[src/rtl/cache_types.sv]
// Shared types for the L2 physical-memory side adaptor.
// Holds the line/beat geometry, the adaptor FSM state encoding and a
// helper that forces an address onto a cache-line boundary.
package cache_types;

    localparam int s_offset  = 5;
    localparam int s_line    = 256;
    localparam int s_beat    = 64;
    localparam int num_beats = s_line / s_beat;
    localparam int count_w   = $clog2(num_beats);

    typedef logic [s_line-1:0]  line_t;
    typedef logic [s_beat-1:0]  beat_t;
    typedef logic [count_w-1:0] count_t;

    typedef enum logic [1:0] {
        IDLE,
        WR_BURST,
        RD_BURST,
        DONE
    } state_t;

    // Burst memory always transfers whole lines, so the low offset bits
    // of the request address carry no meaning on the burst side.
    function automatic logic [31:0] line_align(input logic [31:0] addr);
        return {addr[31:s_offset], {s_offset{1'b0}}};
    endfunction

endpackage

[src/rtl/cacheline_burst_adaptor.sv]
// cacheline_burst_adaptor
// Responder for the L2 cache pmem port. A held line read/write request is
// turned into a 4-beat, 64-bit burst on the memory port; a single-cycle
// line_resp closes the request.
//
// Ports:
//   clk            rising-edge clock
//   rst            asynchronous active-low reset (0 = reset)
//   line_address   line request address from the cache
//   line_wdata     256-bit write line from the cache
//   line_read      line read request, held until line_resp
//   line_write     line write request, held until line_resp
//   line_rdata     assembled read line, valid with line_resp
//   line_resp      one-cycle completion pulse
//   burst_address  line-aligned burst address, stable for the whole burst
//   burst_wdata    current write beat
//   burst_rdata    current read beat from memory
//   burst_read     burst read request
//   burst_write    burst write request
//   burst_resp     per-beat handshake from memory
module cacheline_burst_adaptor
    import cache_types::*;
(
    input  logic         clk,
    input  logic         rst,
    input  logic [31:0]  line_address,
    input  logic [255:0] line_wdata,
    input  logic         line_read,
    input  logic         line_write,
    output logic [255:0] line_rdata,
    output logic         line_resp,
    output logic [31:0]  burst_address,
    output logic [63:0]  burst_wdata,
    input  logic [63:0]  burst_rdata,
    output logic         burst_read,
    output logic         burst_write,
    input  logic         burst_resp
);

    state_t      state;
    state_t      next_state;
    logic [31:0] addr_q;
    line_t       wline_q;
    line_t       rbuf_q;
    count_t      count_q;
    logic        last_beat;

    assign last_beat  = (count_q == count_t'(num_beats - 1));
    assign line_rdata = rbuf_q;

    always_ff @(posedge clk or negedge rst) begin
        if (!rst) begin
            state <= IDLE;
        end else begin
            state <= next_state;
        end
    end

    // Memory-side outputs are decoded from the state and latched request
    // only, so a change on the line side mid-burst never reaches memory.
    // DONE always returns to IDLE, which keeps a request still held during
    // the response cycle from starting a second burst.
    always_comb begin
        next_state    = state;
        line_resp     = 1'b0;
        burst_read    = 1'b0;
        burst_write   = 1'b0;
        burst_address = 32'd0;
        burst_wdata   = '0;
        case (state)
            IDLE: begin
                if (line_write) begin
                    next_state = WR_BURST;
                end else if (line_read) begin
                    next_state = RD_BURST;
                end
            end
            WR_BURST: begin
                burst_write   = 1'b1;
                burst_address = line_align(addr_q);
                burst_wdata   = wline_q[s_beat*int'(count_q) +: s_beat];
                if (burst_resp && last_beat) begin
                    next_state = DONE;
                end
            end
            RD_BURST: begin
                burst_read    = 1'b1;
                burst_address = line_align(addr_q);
                if (burst_resp && last_beat) begin
                    next_state = DONE;
                end
            end
            DONE: begin
                line_resp  = 1'b1;
                next_state = IDLE;
            end
            default: begin
                next_state = IDLE;
            end
        endcase
    end

    // Request capture, beat counter and read line assembly. The counter
    // rolls from the last beat back to zero, which is exactly the start
    // value the next request needs; it is also cleared on accept.
    // The read buffer is only written by read beats, so line_rdata keeps
    // showing the most recent read line across later writes.
    always_ff @(posedge clk or negedge rst) begin
        if (!rst) begin
            addr_q  <= 32'd0;
            wline_q <= '0;
            rbuf_q  <= '0;
            count_q <= '0;
        end else begin
            case (state)
                IDLE: begin
                    if (line_write) begin
                        addr_q  <= line_address;
                        wline_q <= line_wdata;
                        count_q <= '0;
                    end else if (line_read) begin
                        addr_q  <= line_address;
                        count_q <= '0;
                    end
                end
                WR_BURST: begin
                    if (burst_resp) begin
                        count_q <= count_q + count_t'(1);
                    end
                end
                RD_BURST: begin
                    if (burst_resp) begin
                        rbuf_q[s_beat*int'(count_q) +: s_beat] <= burst_rdata;
                        count_q <= count_q + count_t'(1);
                    end
                end
                default: begin
                end
            endcase
        end
    end

endmodule

[config.mk]
export PLATFORM = sky130hd
export DESIGN_NAME = cacheline_burst_adaptor
export DESIGN_NICKNAME = d
export VERILOG_FILES = /design/src/rtl/cache_types.sv /design/src/rtl/cacheline_burst_adaptor.sv
export SDC_FILE = /design/constraint.sdc
export NUM_CORES = 1
export LEC_CHECK = 0
export CAP_MARGIN = 20
export CORE_AREA = 2 2 277 279
export DETAILED_ROUTE_END_ITERATION = 16
export DIE_AREA = 0 0 279 281
export PLACE_DENSITY_LB_ADDON = 0.08
export RECOVER_POWER = 50
export SYNTH_ARGS = -nofsm -noshare
export SYNTH_HDL_FRONTEND = slang
export SYNTH_SLANG_ARGS = --single-unit
[constraint.sdc]
create_clock -name clk -period 6.1 [get_ports clk]
set_clock_uncertainty 0.1 [all_clocks]
set_input_delay 1.22 -clock clk [delete_from_list [all_inputs] [get_ports clk]]
set_output_delay 1.22 -clock clk [all_outputs]
set_load 0.005 [all_outputs]
==> tab_implementation.tex, run 1 <==
\begin{tabular}{lr}
\hline
Metric & Value \\
\hline
\multicolumn{2}{l}{\textbf{Worst setup path}} \\
Slowest CP cell & sky130\_fd\_sc\_hd\_\_dfrtp\_4 \\
Worst reg-to-reg path cell count & 5 \\
Category of the most critical setup path & reg -> out \\
Category of the worst setup path capture point & primary output \\
Reg-to-reg critical path endpoint & wline\_q[203] \\
Worst path buffer plus inverter count & 2 \\
Crit-path leading delay family & flip-flops \\
Setup crit start kind & register \\
Worst-path maximum fanout & 40 \\
R2R setup slack & 2.29 ns \\
Required time at the endpoint of the critical path & between 4 and 5 ns \\
Max stage delay on crit path & approximately 0.90 ns \\
Worst R2R Start & state[0] \\
Critical path data arrival time & roughly 3.2 ns \\
Cell-by-cell trace of the critical path & buf\_12 -> mux4\_2 -> and2\_1 -> clkdlybuf4s50\_1 \\
\multicolumn{2}{l}{\textbf{Logic synthesis}} \\
Dominant cells by area after synthesis & sky130\_fd\_sc\_hd\_\_dfrtp\_1, sky130\_fd\_sc\_hd\_\_mux2\_2, sky130\_fd\_sc\_hd\_\_a22o\_1 \\
Syn Area/Cell & 15.75 um2 \\
Synth top area share & 61.63\% \\
Cells after synthesis & roughly 1.4k \\
Biggest area consumer among synthesized cells & sky130\_fd\_sc\_hd\_\_dfrtp\_1 \\
Number of synthesized register bits & around 540 \\
Synthesized area & 22050 um2 \\
Share of the yosys chip area belonging to registers & between 60\% and 70\% \\
Yosys warns & 0 \\
Synth cell types & 31 \\
\multicolumn{2}{l}{\textbf{Global routing}} \\
Global-route wire length before repair & around 120000 um \\
Vias in the first global route & about 17k \\
Maximum number of pins on one net before global-route repair & 114 \\
Remaining global-route overflow & 0 \\
GRT Total Usage & 20.37\% \\
Initial antenna violation count & 17 \\
\multicolumn{2}{l}{\textbf{STA}} \\
Timing-limited maximum frequency & 0.2203 GHz \\
Worst slew margin relative to its limit & -121.8\% \\
Final setup violation count & 0 \\
RSZ-0062 raised after global routing & false \\
Post-Route Setup TNS & 0 ns \\
Number of hold violations in the final report & 0 \\
Slew Limit Fails & $\sim$470 \\
Hold Worst Slack & between 0.3 and 0.4 ns \\
Worst-margin pin slew & 3.327 ns \\
Share of the clock period used by the worst path & between 70\% and 80\% \\
Min Tclk post-route & approximately 4.5 ns \\
\multicolumn{2}{l}{\textbf{Clock tree}} \\
CTS max path bufs & 3 \\
Total clock sinks & 543 \\
Hold buffer count at CTS & 0 \\
Deepest level of the CTS H-tree & 3 \\
Number of setup buffers added after CTS & 0 \\
Insertion delay of the later-clocked pin in the worst-skew pair & 0.61 ns \\
Gates resized, CTS repair & 0 \\
Number of buffers created by CTS & 66 \\
CTS tree & built \\
Root buffer cell & sky130\_fd\_sc\_hd\_\_clkbuf\_16 \\
Clock transition time at the flip-flop clock pins of the worst setup and hold paths & 0.06 ns \\
\multicolumn{2}{l}{\textbf{Floorplan}} \\
Die height & roughly 280 um \\
Horizontal extent of the die & 279 um \\
Initial core utilization & slightly below 30\% \\
Count of boundary I/O pins & approximately 700 \\
Floorplan Core Area & $\sim$75000 um2 \\
Rows & 101 \\
Die footprint & roughly 78000 um2 \\
\multicolumn{2}{l}{\textbf{Final layout}} \\
Area growth from synthesis to layout & 45.75\% \\
Fin cells & between 3k and 4k \\
Number of fill cells in the layout & 6919 \\
Nets@finish & 2453 \\
Fraction of final layout cells with drive strength greater than 1 & roughly 22\% \\
Most frequent standard cell in the layout excluding fill and tap cells & sky130\_fd\_sc\_hd\_\_clkdlybuf4s50\_1 \\
Sequential cell area & 13600 um2 \\
Most frequent cells in the layout & sky130\_fd\_sc\_hd\_\_clkdlybuf4s50\_1, sky130\_fd\_sc\_hd\_\_dfrtp\_1, sky130\_fd\_sc\_hd\_\_mux2\_2 \\
Footprint of the multi-input gates & a little under 8000 um2 \\
\multicolumn{2}{l}{\textbf{Power}} \\
Static Leakage & 13.92 nW \\
Power Total & around 15 mW \\
Peak ir drop on the vdd network & approximately 0.23 mV \\
PD cells & 461.7 nW/um2 \\
\multicolumn{2}{l}{\textbf{Route}} \\
First-pass iteration count of the detailed router & 5 \\
Iteration-0 DRC count of the detailed router & $\sim$720 \\
Vias & roughly 15k \\
Average wire per cell in the routed design & about 26 um \\
Detail-routed via count per cell & between 4 and 5 \\
\# DRC & 0 \\
Post-detailed-route count of antenna-violating nets & 0 \\
Final wirelength & a little over 80000 um \\
\multicolumn{2}{l}{\textbf{Place}} \\
GP Congestion & between 0.8 and 0.9 \\
Number of instances in the placed design & between 2k and 3k \\
HPWL after detailed placement & 55800 um \\
Quantity of I/O buffers inserted on ports & between 700 and 800 \\
\multicolumn{2}{l}{\textbf{Min path}} \\
Hold Path Sink & line\_rdata[50] \\
Worst hold path type & reg -> reg \\
Worst Hold Depth & 1 \\
Origin of the worst min-delay path & line\_rdata[50] \\
\multicolumn{2}{l}{\textbf{Status}} \\
Run status & finished, violations left \\
Violations in the final reports & capacitance limit, slew limit \\
\multicolumn{2}{l}{\textbf{Job}} \\
MaxCap Viol Count & 7 \\
\hline
\end{tabular}
-- flip-flops by register name, summed over array words and instances (netlist names) --
name,count
line_rdata,256
wline_q,256
addr_q,27
count_q,2
state,2
-- metal layers --
layer	global-route usage [%]	vias to the layer above	share of wire, %
li1	-	6587	-
met1	23.65	7882	39
met2	34.61	495	50
met3	7.656	129	8.2
met4	6.838	16	2.8
met5	0	-	0.11
-- logic make-up (layout without fill, tap and decap cells) --
group,count (synthesis),in the layout,share of synthesized area (%)
AO/OA/AOI/OAI,263,263,10.37
multiplexers,350,350,21.13
other,1,14,0.01701
flip-flops,543,543,61.63
adder cells (fa/ha/maj),10,10,0.5675
buffers and inverters,117,845,2.809
AND/OR/NAND/NOR,116,116,3.473
-- stage by stage --
stage	setup WS [ns]	cell area, um2	utilization, %
after floorplan	3.178	22060	-
after global placement	2.078	30020	39.79
after detailed placement	2.077	30020	39.79
after CTS	1.397	32170	42.64
after global routing	0.8361	32130	42.59
final	1.561	32130	42.59
-- power breakdown --
part           total (mW)  internal (mW)  switching (mW)
Clock                3.95           2.32            1.62
Combinational        5.20           3.28            1.92
Sequential           5.69           4.93           0.760
-- synth_stat cells (all sizes together) --
cell    number
nand2        4
nand4b       1
inv          5
nor3         1
ha          10
nor2b        1
mux4        64
nand3        7
nor4b        2
o31ai        1
a21oi        1
clkbuf      43
nor2         3
nor3b        2
conb         1
and2        91
dfrtp      543
mux2i        3
nor4         2
buf         69
nand2b       1
a22o       256
mux2       283
a211o        1
o21ai        4
or3          1
-- cell type report --
cell class / instances / area share, %
antenna: 9 / 0.07009
clock buffer: 96 / 5.833
clock inverter: 18 / 0.8488
inverter: 5 / 0.05840
multi-input combinational: 744 / 24.58
sequential: 543 / 42.31
tap: 978 / 3.808
timing repair buffer: 726 / 22.49
-- worst max-delay path by stage --
stage	slack, ns	cells past startpoint	endpoint	startpoint
6_report	1.56	4	burst_wdata[25]	count_q[0]
5_1_grt	0.84	2	count_q[1]	rst
4_1_cts	1.40	4	burst_wdata[25]	count_q[0]
3_5_place_dp	2.08	4	burst_wdata[25]	count_q[0]
3_3_place_gp	2.08	4	burst_wdata[25]	count_q[0]
2_1_floorplan	3.18	5	burst_wdata[55]	count_q[0]
(Power assumes the default switching activity.)
==> inputs of run 2 (changes only) <==
--- a/config.mk
+++ b/config.mk
@@ -6,9 +6,9 @@
 export NUM_CORES = 1
 export LEC_CHECK = 0
 export CAP_MARGIN = 20
-export CORE_AREA = 2 2 277 279
+export CORE_AREA = 2 2 278 280
 export DETAILED_ROUTE_END_ITERATION = 16
-export DIE_AREA = 0 0 279 281
+export DIE_AREA = 0 0 280 282
 export PLACE_DENSITY_LB_ADDON = 0.08
 export RECOVER_POWER = 50
 export SYNTH_ARGS = -nofsm -noshare
==> constraint.sdc (replaced) <==
create_clock -name clk -period 4.6 [get_ports clk]
set_clock_uncertainty 0.1 [all_clocks]
set_input_delay 0.92 -clock clk [delete_from_list [all_inputs] [get_ports clk]]
set_output_delay 0.92 -clock clk [all_outputs]
set_load 0.005 [all_outputs]
==> run 2 against run 1 <==
  * The flow still finishes with violations (capacitance limit, slew limit)
  * Critical path type unchanged
  * Non-clock buffer count increased by 9
  * Flip-flop and latch count did not move
  * Utilization barely moved
  * First-iteration DRC count decreased by 4.3%
  * Highest routed layer unchanged
==> tab_implementation.tex, run 2 (synthesized netlist as in run 1, its figures left out) <==
\begin{tabular}{lr}
\hline
Metric & Value \\
\hline
\multicolumn{2}{l}{\textbf{Route}} \\
\# DRC & 0 \\
Routed length on met3 & 6252 um \\
Final wirelength & slightly above 80000 um \\
Iteration-0 DRC count of the detailed router & 687 \\
Detailed-routed wire length on met2 & approximately 40000 um \\
Average wire per cell in the routed design & 26.11 um \\
Post-Route M1 WL & $\sim$32000 um \\
Detail-routed via count per cell & 4.882 \\
First-pass iteration count of the detailed router & 4 \\
Top layer reached by signal wires & met5 \\
Post-detailed-route count of antenna-violating nets & 0 \\
Vias & roughly 15k \\
\multicolumn{2}{l}{\textbf{Global routing}} \\
Vias in the first global route & 16.68k \\
Global-route wire length before repair & between 100000 and 150000 um \\
Remaining global-route overflow & 0 \\
Maximum number of pins on one net before global-route repair & 92 \\
Initial antenna violation count & 18 \\
GRT Total Usage & roughly 20\% \\
\multicolumn{2}{l}{\textbf{Place}} \\
HPWL after detailed placement & approximately 57000 um \\
Quantity of I/O buffers inserted on ports & 701 \\
GP Congestion & between 0.7 and 0.8 \\
Worst setup slack after placement & $\sim$0.94 ns \\
\multicolumn{2}{l}{\textbf{STA}} \\
Setup slack of the critical path after layout & around 0.43 ns \\
Timing-limited maximum frequency & 0.2399 GHz \\
Hold Worst Slack & around 0.40 ns \\
Min Tclk post-route & between 4 and 5 ns \\
Post-Route Setup TNS & 0 ns \\
Slew Limit Fails & roughly 180 \\
Worst slew margin relative to its limit & -76.45\% \\
Share of the clock period used by the worst path & 90.62\% \\
Worst-margin pin slew & approximately 2.6 ns \\
Number of hold violations in the final report & 0 \\
RSZ-0062 raised after global routing & false \\
Final setup violation count & 0 \\
\multicolumn{2}{l}{\textbf{Worst setup path}} \\
Required time at the endpoint of the critical path & between 3 and 4 ns \\
R2R setup slack & about 0.75 ns \\
Category of the worst setup path capture point & primary output \\
Worst R2R Start & state[0] \\
Category of the most critical setup path & reg -> out \\
Worst-path maximum fanout & 37 \\
Setup crit start kind & register \\
Worst reg-to-reg path cell count & 5 \\
Reg-to-reg critical path endpoint & wline\_q[115] \\
Critical path data arrival time & between 3 and 4 ns \\
\multicolumn{2}{l}{\textbf{Clock tree}} \\
CTS max path bufs & 3 \\
Hold buffer count at CTS & 0 \\
Insertion delay of the later-clocked pin in the worst-skew pair & around 0.60 ns \\
Clock transition time at the flip-flop clock pins of the worst setup and hold paths & roughly 0.06 ns \\
Gates resized, CTS repair & 0 \\
Number of buffers created by CTS & 66 \\
Number of setup buffers added after CTS & 0 \\
Root buffer cell & sky130\_fd\_sc\_hd\_\_clkbuf\_16 \\
CTS tree & built \\
Total clock sinks & between 500 and 600 \\
Deepest level of the CTS H-tree & 3 \\
\multicolumn{2}{l}{\textbf{Power}} \\
PD cells & 612.5 nW/um2 \\
Static Leakage & between 10 and 15 nW \\
Power Total & about 20 mW \\
Peak ir drop on the vdd network & $\sim$0.3 mV \\
\multicolumn{2}{l}{\textbf{Min path}} \\
Worst Hold Depth & 1 \\
Hold Path Sink & addr\_q[6] \\
Worst hold path type & reg -> reg \\
Origin of the worst min-delay path & addr\_q[6] \\
\multicolumn{2}{l}{\textbf{Final layout}} \\
Most frequent standard cell in the layout excluding fill and tap cells & sky130\_fd\_sc\_hd\_\_clkdlybuf4s50\_1 \\
Area growth from synthesis to layout & 46.15\% \\
Layout Utilization & 42.57\% \\
Fraction of final layout cells with drive strength greater than 1 & roughly 22\% \\
Nets@finish & approximately 2.5k \\
Most frequent cells in the layout & sky130\_fd\_sc\_hd\_\_clkdlybuf4s50\_1, sky130\_fd\_sc\_hd\_\_dfrtp\_1, sky130\_fd\_sc\_hd\_\_mux2\_2 \\
\multicolumn{2}{l}{\textbf{Floorplan}} \\
Floorplan Core Area & 75700 um2 \\
Horizontal extent of the die & roughly 280 um \\
Die height & $\sim$280 um \\
Rows & approximately 100 \\
Die footprint & about 79000 um2 \\
Initial core utilization & 29.13\% \\
Count of boundary I/O pins & a little over 700 \\
\multicolumn{2}{l}{\textbf{Status}} \\
Violations in the final reports & capacitance limit, slew limit \\
Run status & finished, violations left \\
\multicolumn{2}{l}{\textbf{Job}} \\
MaxCap Viol Count & 3 \\
\hline
\end{tabular}
## run 2: layout make-up
class / count / area, um2
Antenna cell: 7 / 17.52
Clock buffer: 99 / 1906
Clock inverter: 13 / 225.2
Fill cell: 6940 / 43470
Inverter: 5 / 18.77
Multi-Input combinational cell: 744 / 7908
Sequential cell: 543 / 13600
Tap cell: 978 / 1224
Timing Repair Buffer: 735 / 7328
## run 2: worst max-delay path, stage by stage, from the launching register on
cell and delay (ns):
sky130_fd_sc_hd__dfrtp_4 0.94, sky130_fd_sc_hd__buf_4 0.37, sky130_fd_sc_hd__mux4_2 0.54, sky130_fd_sc_hd__and2_1 0.19, sky130_fd_sc_hd__clkdlybuf4s50_1 0.45
## run 2: worst max-delay path by stage
stage / startpoint / endpoint / slack, ns / cells past startpoint
3_5_place_dp: count_q[0] / burst_wdata[24] / 0.94 / 4
5_1_grt: count_q[0] / burst_wdata[24] / 0.20 / 4
6_report: count_q[0] / burst_wdata[13] / 0.43 / 4
2_1_floorplan: count_q[0] / burst_wdata[55] / 1.98 / 5
3_3_place_gp: count_q[0] / burst_wdata[24] / 0.92 / 4
4_1_cts: count_q[0] / burst_wdata[24] / 0.26 / 4
## run 2: metrics by stage
step | cells | area [um2]
3_3_place_gp | 3005 | 30200
6_report | 3124 | 32220
2_1_floorplan | 1404 | 22060
3_5_place_dp | 3005 | 30200
5_1_grt | 3120 | 32210
4_1_cts | 3117 | 32330
## run 2: metal layers
metal  track usage [%]  up-vias
li1                  -     6614
met1             24.69     7950
met2             34.29      536
met3             6.820      134
met4             6.239       18
met5                 0        -
## run 2: power breakdown
group / internal, mW / switching, mW
combinational: 4.45 / 2.51
sequential: 6.54 / 1.06
clock: 3.06 / 2.13
total: 14.0 / 5.70
==> inputs of run 3 (changes only) <==
--- a/config.mk
+++ b/config.mk
@@ -9,8 +9,10 @@
 export CORE_AREA = 2 2 278 280
 export DETAILED_ROUTE_END_ITERATION = 16
 export DIE_AREA = 0 0 280 282
+export MAX_ROUTING_LAYER = met4
 export PLACE_DENSITY_LB_ADDON = 0.08
 export RECOVER_POWER = 50
+export SLEW_MARGIN = 20
 export SYNTH_ARGS = -nofsm -noshare
 export SYNTH_HDL_FRONTEND = slang
 export SYNTH_SLANG_ARGS = --single-unit
==> constraint.sdc (replaced) <==
create_clock -name clk -period 4.6 [get_ports clk]
set_clock_uncertainty 0.1 [all_clocks]
set_input_delay 0.69 -clock clk [delete_from_list [all_inputs] [get_ports clk]]
set_output_delay 0.69 -clock clk [all_outputs]
set_load 0.005 [all_outputs]
==> run 3 against run 2 <==
  * The run still ends with capacitance limit, slew limit left
  * First-iteration DRC count grew 5.8%
  * Cell count grew 0.13%
  * Critical path depth is the same
  * Clock power grew 2%
  * Critical path type unchanged
  * Critical endpoint is now burst_wdata[3]
  * Largest cell class unchanged
==> tab_implementation.tex, run 3 (synthesized netlist as in run 1, its figures left out) <==
\begin{tabular}{lr}
\hline
Metric & Value \\
\hline
\multicolumn{2}{l}{\textbf{STA}} \\
Worst slew margin relative to its limit & -93.18\% \\
Worst-margin pin slew & a little under 3 ns \\
Share of the clock period used by the worst path & a little over four fifths \\
Final setup violation count & 0 \\
Min Tclk post-route & 3.902 ns \\
Slew Limit Fails & about 160 \\
Timing-limited maximum frequency & around 0.26 GHz \\
RSZ-0062 raised after global routing & false \\
Setup slack of the critical path after layout & around 0.7 ns \\
Post-Route Setup TNS & 0 ns \\
Number of hold violations in the final report & 0 \\
\multicolumn{2}{l}{\textbf{Power}} \\
Peak ir drop on the vdd network & 0.3260 mV \\
PD cells & between 600 and 700 nW/um2 \\
Static Leakage & $\sim$14 nW \\
\multicolumn{2}{l}{\textbf{Clock tree}} \\
Hold buffer count at CTS & 0 \\
Number of setup buffers added after CTS & 0 \\
CTS max path bufs & 3 \\
Gates resized, CTS repair & 0 \\
Insertion delay of the later-clocked pin in the worst-skew pair & between 0.6 and 0.7 ns \\
Total clock sinks & $\sim$540 \\
Clock transition time at the flip-flop clock pins of the worst setup and hold paths & about 0.060 ns \\
Deepest level of the CTS H-tree & 2 \\
Number of buffers created by CTS & between 60 and 70 \\
CTS tree & built \\
Root buffer cell & sky130\_fd\_sc\_hd\_\_clkbuf\_16 \\
\multicolumn{2}{l}{\textbf{Floorplan}} \\
Die footprint & just under 80000 um2 \\
Horizontal extent of the die & between 200 and 300 um \\
Floorplan Core Area & approximately 76000 um2 \\
Count of boundary I/O pins & 712 \\
Rows & approximately 100 \\
Initial core utilization & between 20\% and 30\% \\
Die height & approximately 280 um \\
\multicolumn{2}{l}{\textbf{Final layout}} \\
Footprint of the multi-input gates & 7918 um2 \\
Fraction of final layout cells with drive strength greater than 1 & a little under a quarter \\
Sequential cell area & between 10000 and 15000 um2 \\
Most frequent cells in the layout & sky130\_fd\_sc\_hd\_\_clkdlybuf4s50\_1, sky130\_fd\_sc\_hd\_\_dfrtp\_1, sky130\_fd\_sc\_hd\_\_mux2\_2 \\
Area growth from synthesis to layout & 46.81\% \\
Final design area excluding fillers & roughly 32000 um2 \\
Number of fill cells in the layout & 6912 \\
Fin cells & 3128 \\
Most frequent standard cell in the layout excluding fill and tap cells & sky130\_fd\_sc\_hd\_\_clkdlybuf4s50\_1 \\
Nets@finish & around 2.5k \\
\multicolumn{2}{l}{\textbf{Route}} \\
Iteration-0 DRC count of the detailed router & between 700 and 800 \\
Average wire per cell in the routed design & around 26 um \\
Final wirelength & approximately 80000 um \\
Post-detailed-route count of antenna-violating nets & 0 \\
Vias & between 15k and 20k \\
Detail-routed via count per cell & $\sim$4.9 \\
\# DRC & 0 \\
First-pass iteration count of the detailed router & 4 \\
\multicolumn{2}{l}{\textbf{Place}} \\
Worst setup slack after placement & roughly 1.3 ns \\
Instance area at placement & 30180 um2 \\
GP Congestion & $\sim$0.79 \\
HPWL after detailed placement & between 50000 and 60000 um \\
Number of instances in the placed design & 3000 \\
Quantity of I/O buffers inserted on ports & around 700 \\
\multicolumn{2}{l}{\textbf{Min path}} \\
Origin of the worst min-delay path & wline\_q[141] \\
Worst hold path type & reg -> reg \\
\multicolumn{2}{l}{\textbf{Worst setup path}} \\
Worst R2R Start & state[0] \\
Worst path buffer plus inverter count & 2 \\
Setup crit start kind & register \\
Worst-path maximum fanout & 36 \\
Required time at the endpoint of the critical path & approximately 3.8 ns \\
Cell-by-cell trace of the critical path & buf\_12 -> mux4\_2 -> and2\_1 -> clkdlybuf4s50\_1 \\
Slowest CP cell & sky130\_fd\_sc\_hd\_\_dfrtp\_4 \\
Max stage delay on crit path & between 0.9 and 1 ns \\
Crit-path leading delay family & flip-flops \\
Worst Setup SP & count\_q[0] \\
Critical path data arrival time & $\sim$3.1 ns \\
Category of the most critical setup path & reg -> out \\
Category of the worst setup path capture point & primary output \\
\multicolumn{2}{l}{\textbf{Global routing}} \\
Remaining global-route overflow & 0 \\
GRT Total Usage & around a fifth \\
Global-route wire length before repair & around 120000 um \\
Maximum number of pins on one net before global-route repair & around 100 \\
Initial antenna violation count & 13 \\
Vias in the first global route & 16.56k \\
\multicolumn{2}{l}{\textbf{Job}} \\
MaxCap Viol Count & 3 \\
\multicolumn{2}{l}{\textbf{Status}} \\
Run status & finished, violations left \\
Violations in the final reports & capacitance limit, slew limit \\
\hline
\end{tabular}
[run 3: routing by layer]
layer	vias up	global-route usage (%)	share of wire (%)
met5	-	-	0
met4	0	5.430	2.2
met3	102	5.867	6.9
met2	500	34.54	50
met1	8045	24.94	41
li1	6607	-	-
[run 3: layout make-up]
class                   instances  area share [%]
diodes                         14          0.1082
clock buffers                  82           5.331
clock inverters                32           1.465
inverters                       5         0.05798
multi-input cells             744           24.46
flip-flops and latches        543           42.00
well taps                     978           3.781
repair buffers                730           22.79
[run 3: worst register-to-register path, cell delays in order, from the launching register on]
cell and delay (ns):
sky130_fd_sc_hd__dfrtp_1 0.43, sky130_fd_sc_hd__inv_1 0.12, sky130_fd_sc_hd__ha_1 0.28, sky130_fd_sc_hd__nand2_1 1.23
sky130_fd_sc_hd__buf_4 0.75, sky130_fd_sc_hd__mux2_2 0.46
[run 3: final timing paths]
path	endpoint	slack (ns)	depth (start not counted)
max reg2reg	wline_q[78]	1.11	5
min	wline_q[141]	0.40	1
min in group asynchronous	wline_q[152]	0.89	1
max	burst_wdata[3]	0.70	4
max in group asynchronous	line_rdata[181]	1.15	2
min reg2reg	wline_q[141]	0.40	1
[run 3: through the flow]
stage | utilization [%] | hold slack, ns | power [mW]
after global routing | 42.76 | 0.4096 | 20.95
after floorplan | - | 0.2944 | 11.14
after global placement | 39.87 | 0.3810 | 14.67
after detailed placement | 39.87 | 0.3862 | 14.77
after CTS | 42.78 | 0.03879 | 20.22
final | 42.76 | 0.3983 | 19.79
[run 3: power breakdown]
group | switching, mW | total, mW | leakage [nW] | internal (mW)
logic | 2.56 | 6.93 | 6.06 | 4.37
registers | 1.01 | 7.55 | 6.94 | 6.54
clock network | 2.11 | 5.31 | 1.07 | 3.20
total | 5.69 | 19.8 | 14.1 | 14.1
